File: src/rtl/uart_rx.sv
// UART receiver: 2-flop input synchronizer, mid-bit sampling driven by a
// free-running SHIFT-bit counter, 8 data bits LSB-first, STOP_BITS stop bits.
//
// Handshake: rx_valid is a level meaning "dout holds a byte the consumer has
// not yet taken". The consumer takes it by holding rx_ack high for one cycle
// while rx_valid is high. rx_ack while rx_valid is low does nothing. A byte
// completing in the same cycle as rx_ack replaces dout and keeps rx_valid
// high with no overrun. A byte completing while rx_valid is high and rx_ack
// is low replaces dout and pulses overrun for one cycle.
//
// state_dbg exposes the FSM state: IDLE=0, START=1, DATA=2, STOP=3, BREAK=4.
module uart_rx #(
  parameter int SHIFT     = 4,
  parameter int STOP_BITS = 1
) (
  input  logic       clk,
  input  logic       rst_n,
  input  logic       rx,
  output logic [7:0] dout,
  output logic       rx_valid,
  input  logic       rx_ack,
  output logic       frame_err,
  output logic       overrun,
  output logic [2:0] state_dbg
);

  typedef enum logic [2:0] {
    IDLE  = 3'd0,
    START = 3'd1,
    DATA  = 3'd2,
    STOP  = 3'd3,
    BREAK = 3'd4
  } state_t;

  // Counter value at the middle of the start bit and at the end of a full bit.
  localparam logic [SHIFT-1:0] CNT_HALF  = SHIFT'((1 << (SHIFT - 1)) - 1);
  localparam logic [SHIFT-1:0] CNT_LAST  = '1;
  localparam logic [SHIFT-1:0] CNT_ONE   = SHIFT'(1);
  localparam logic             STOP_LAST = 1'(STOP_BITS - 1);

  logic             rx_meta;
  logic             rxs;
  state_t           state, state_d;
  logic [SHIFT-1:0] cnt, cnt_d;
  logic [2:0]       bit_idx, bit_d;
  logic [7:0]       shreg, sh_d;
  logic             stop_idx, stop_d;
  logic             byte_done;
  logic             stop_bad;

  assign state_dbg = state;

  // Two-flop synchronizer for the asynchronous serial line (idle high).
  always_ff @(posedge clk or negedge rst_n) begin
    if (!rst_n) begin
      rx_meta <= 1'b1;
      rxs     <= 1'b1;
    end else begin
      rx_meta <= rx;
      rxs     <= rx_meta;
    end
  end

  // FSM state, bit counter, bit index and shift register.
  always_ff @(posedge clk or negedge rst_n) begin
    if (!rst_n) begin
      state    <= IDLE;
      cnt      <= '0;
      bit_idx  <= '0;
      shreg    <= '0;
      stop_idx <= 1'b0;
    end else begin
      state    <= state_d;
      cnt      <= cnt_d;
      bit_idx  <= bit_d;
      shreg    <= sh_d;
      stop_idx <= stop_d;
    end
  end

  // Next-state logic; the counter wraps naturally at the end of each bit.
  always_comb begin
    state_d   = state;
    cnt_d     = cnt + CNT_ONE;
    bit_d     = bit_idx;
    sh_d      = shreg;
    stop_d    = stop_idx;
    byte_done = 1'b0;
    stop_bad  = 1'b0;
    case (state)
      IDLE: begin
        cnt_d = '0;
        if (!rxs) state_d = START;
      end
      START: begin
        if (cnt == CNT_HALF) begin
          // Re-phase the counter so later samples land mid-bit.
          cnt_d   = '0;
          bit_d   = '0;
          state_d = rxs ? IDLE : DATA;
        end
      end
      DATA: begin
        if (cnt == CNT_LAST) begin
          sh_d  = {rxs, shreg[7:1]};
          bit_d = bit_idx + 3'd1;
          if (bit_idx == 3'd7) begin
            state_d = STOP;
            stop_d  = 1'b0;
          end
        end
      end
      STOP: begin
        if (cnt == CNT_LAST) begin
          if (!rxs) begin
            stop_bad = 1'b1;
            state_d  = BREAK;
          end else if (stop_idx == STOP_LAST) begin
            // Return mid stop bit so the next start edge is caught promptly.
            byte_done = 1'b1;
            state_d   = IDLE;
          end else begin
            stop_d = stop_idx + 1'b1;
          end
        end
      end
      BREAK: begin
        cnt_d = '0;
        if (rxs) state_d = IDLE;
      end
      default: state_d = IDLE;
    endcase
  end

  // Output byte, valid level and one-cycle error pulses.
  always_ff @(posedge clk or negedge rst_n) begin
    if (!rst_n) begin
      dout      <= 8'h00;
      rx_valid  <= 1'b0;
      frame_err <= 1'b0;
      overrun   <= 1'b0;
    end else begin
      frame_err <= stop_bad;
      overrun   <= 1'b0;
      if (byte_done) begin
        dout     <= shreg;
        rx_valid <= 1'b1;
        overrun  <= rx_valid && !rx_ack;
      end else if (rx_ack) begin
        rx_valid <= 1'b0;
      end
    end
  end

endmodule

File: config.mk
export PLATFORM = sky130hd
export DESIGN_NAME = uart_rx
export DESIGN_NICKNAME = d
export VERILOG_FILES = /design/src/rtl/uart_rx.sv
export SDC_FILE = /design/constraint.sdc
export NUM_CORES = 1
export LEC_CHECK = 0
export BUFFER_PORTS_ARGS = -buffer_cell sky130_fd_sc_hd__buf_2
export CAP_MARGIN = 20
export CORE_UTILIZATION = 43
export DETAILED_ROUTE_END_ITERATION = 8
export PLACE_DENSITY_LB_ADDON = 0.12
export SLEW_MARGIN = 15
export SYNTH_ARGS = -nofsm -noshare
export SYNTH_HDL_FRONTEND = slang
export SYNTH_SLANG_ARGS = --single-unit
File: constraint.sdc
create_clock -name clk -period 5.3 [get_ports clk]
set_clock_uncertainty 0.05 [all_clocks]
set_input_delay 1.06 -clock clk [delete_from_list [all_inputs] [get_ports clk]]
set_output_delay 1.06 -clock clk [all_outputs]
set_load 0.01 [all_outputs]
==> results.json <==
{
  "synth_top_cell_by_area": "dfrtp_1",
  "rr_startpoint": "cnt[0]",
  "grt_usage": 0.153,
  "io_buffers": 17,
  "finalSetupViolCount": 0,
  "crit_slowest_cell": "dfrtp_1",
  "area_growth_syn_to_layout_pct": 10.6,
  "fin_setup_tns_ns": 0,
  "cp.arrival_ns": 1.13,
  "reg2reg_to": "dout[1]",
  "synth_area_per_cell_sq_um": 13.7,
  "finalCritPeriodShare": 0.423,
  "power.total_uw": 552,
  "synthesis.nets": 104,
  "hp-class": "reg2reg",
  "pin_count": 18,
  "drive_gt1_frac": 0.371,
  "seq_area_frac_synth": 0.584,
  "crit_type": "reg2out",
  "htree_levels": 2,
  "yosysMostFrequentCell": "dfrtp_1",
  "synth_commonest_cells": "29 x dfrtp_1, 7 x mux2_2, 7 x mux2_4, 7 x nor2_1, 4 x a21oi_1",
  "die-height_microns": 57.7,
  "hold_violations": 0,
  "p_leak_uw": 0.000773,
  "rsz0062_at_grt": "false",
  "finalNetCount": 123,
  "core_sq_mm": 0.00285,
  "cts_root_buf": "clkbuf_4",
  "clkSinkCount": 31,
  "crit_path_end_kind": "output pin",
  "dieArea_sq_mm": 0.00333,
  "num_rows": 19,
  "synth.distinct_cells": 34,
  "worst-path-max-fanout": 15,
  "grt_first_pass_wirelength_mm": 3.68,
  "antenna_found_initial": 0,
  "clock_path_buffers": 2,
  "ir_worst_vdd_mv": 0.202,
  "relSlewSlack": 0.573,
  "min_from": "rx_meta",
  "grt_remaining_overflow": 0,
  "ant_nets": 0,
  "start_kind": "flop",
  "antennaDiodeCount": 0,
  "path_buf_inv": 1,
  "min_period_ns": 2.24,
  "violations": "design-rule violations",
  "routed_wl_mm": 2.05,
  "status": "finished, violations left",
  "power.density_mw_per_mm2": 374,
  "start_util": 0.467,
  "wire_per_inst_microns": 14.0,
  "ys_ff_latch": 31,
  "ys_top_cells_by_area": "dfrtp_1 54%, mux2_4 7.9%, mux2_2 5.9%",
  "cts_buffers": 5,
  "yosysWarnings": 0,
  "max_cap_viol_count": 0,
  "grt_max_degree": 32,
  "die_width_microns": 57.7,
  "gp_congestion": 0.780,
  "clock_latency_ns": 0.33,
  "cts_tree": "done",
  "vias": 792,
  "fmax_ghz": 0.446,
  "holdPathEnd": "rxs",
  "stdcell_count": 147,
  "synth_area_sq_mm": 0.00133,
  "r2r_slack_ns": 3.36,
  "clk_pin_slew_ns": 0.09,
  "crit_path_cell_trace": "buf_2",
  "cts_resized": 0,
  "cts_setup_buffers": 0,
  "path_delay_family": "flip-flops",
  "async_reset_ff_frac": 1.00,
  "syn-instance-count": 97,
  "slew_violations": 0,
  "critical_path_required_ns": 4.19,
  "synth_top_area_share": 0.545,
  "post-dp-hpwl_mm": 1.46,
  "remaining_drc_errors": 1,
  "drt-initial-drc-count": 29,
  "synth_ff_type": "dfrtp_1",
  "synth_edf_count": 0,
  "max_stage_delay_ns": 0.60,
  "hold_buffers": 0,
  "worst_pin_slew_ns": 0.641,
  "first_global_vias": 800,
  "dp_cells": 140,
  "hold_depth": 0,
  "dr.pass1.iters": 6,
  "reg2regPathDepth": 4,
  "vias_per_cell": 5.39
}
## power by group
part	internal (uW)	switching (uW)
registers	266	44.9
clock network	61.3	73.7
logic	52.9	52.6
total	380	171
## cells in the final DEF (no fill, tap or decap), types with 2 or more instances in the layout
cell	count
a21oi_1	4
a22o_1	2
buf_2	17
clkbuf_4	5
dfrtp_1	29
dfstp_2	2
ha_1	3
inv_1	3
mux2_1	2
mux2_2	7
mux2_4	7
nand2_1	3
nand4bb_1	2
nor2_1	7
nor2b_1	2
nor4_1	2
o22ai_1	2
## cell type report
type | count | area, sq um
well taps | 31 | 38.8
repair buffers | 17 | 85.1
clock inverters | 1 | 5.00
clock buffers | 6 | 51.3
flip-flops and latches | 31 | 778
inverters | 3 | 11.3
multi-input cells | 58 | 504
fillers | 279 | 1380
## worst register-to-register path, stage by stage, from the launching register on
cell and delay, ns:
dfrtp_1 0.38, ha_1 0.31, and4_2 0.32, and3_1 0.40, mux2_2 0.39
## cells by family (layout without fill, tap and decap cells)
kind of cell,Yosys count,after routing,share of synthesized area
mux,17,17,0.162
buf+inv,8,27,0.0376
fa+ha+maj,3,3,0.0282
xor+xnor,2,2,0.0131
compound gates,11,11,0.0601
simple gates,25,25,0.115
flops,31,31,0.584
## per-layer routing
metal	vias to the layer above	track usage	wire length (microns)
met1	390	0.184	929
met5	-	0	0
met2	14	0.243	1000
met3	5	0.0603	80
met4	0	0.0714	42
li1	383	-	-
## worst max-delay path by stage
stage,from,to,depth (start not counted)
2_1_floorplan,cnt[0],dout[0],5
3_3_place_gp,state_dbg[0],state_dbg[0],1
3_5_place_dp,cnt[0],dout[1],4
4_1_cts,state_dbg[0],state_dbg[0],1
5_1_grt,state_dbg[0],state_dbg[0],1
6_report,state_dbg[0],state_dbg[0],1
## sequential cells by signal, summed over array words and instances (netlist names)
name	flops
dout	8
shreg	8
cnt	4
bit_idx	3
state_dbg	3
frame_err	1
overrun	1
rx_meta	1
rx_valid	1
rxs	1
## through the flow
stage	instance area (sq um)	hold WS [ns]	utilization	setup slack [ns]
floorplan	1330	0.295	-	3.62
global placement	1420	0.296	0.497	3.41
detailed placement	1420	0.298	0.497	3.38
CTS	1470	0.311	0.517	3.04
global route	1470	0.320	0.517	2.96
finish	1470	0.310	0.517	3.06
Note: power is estimated with default switching activity, not from simulation.
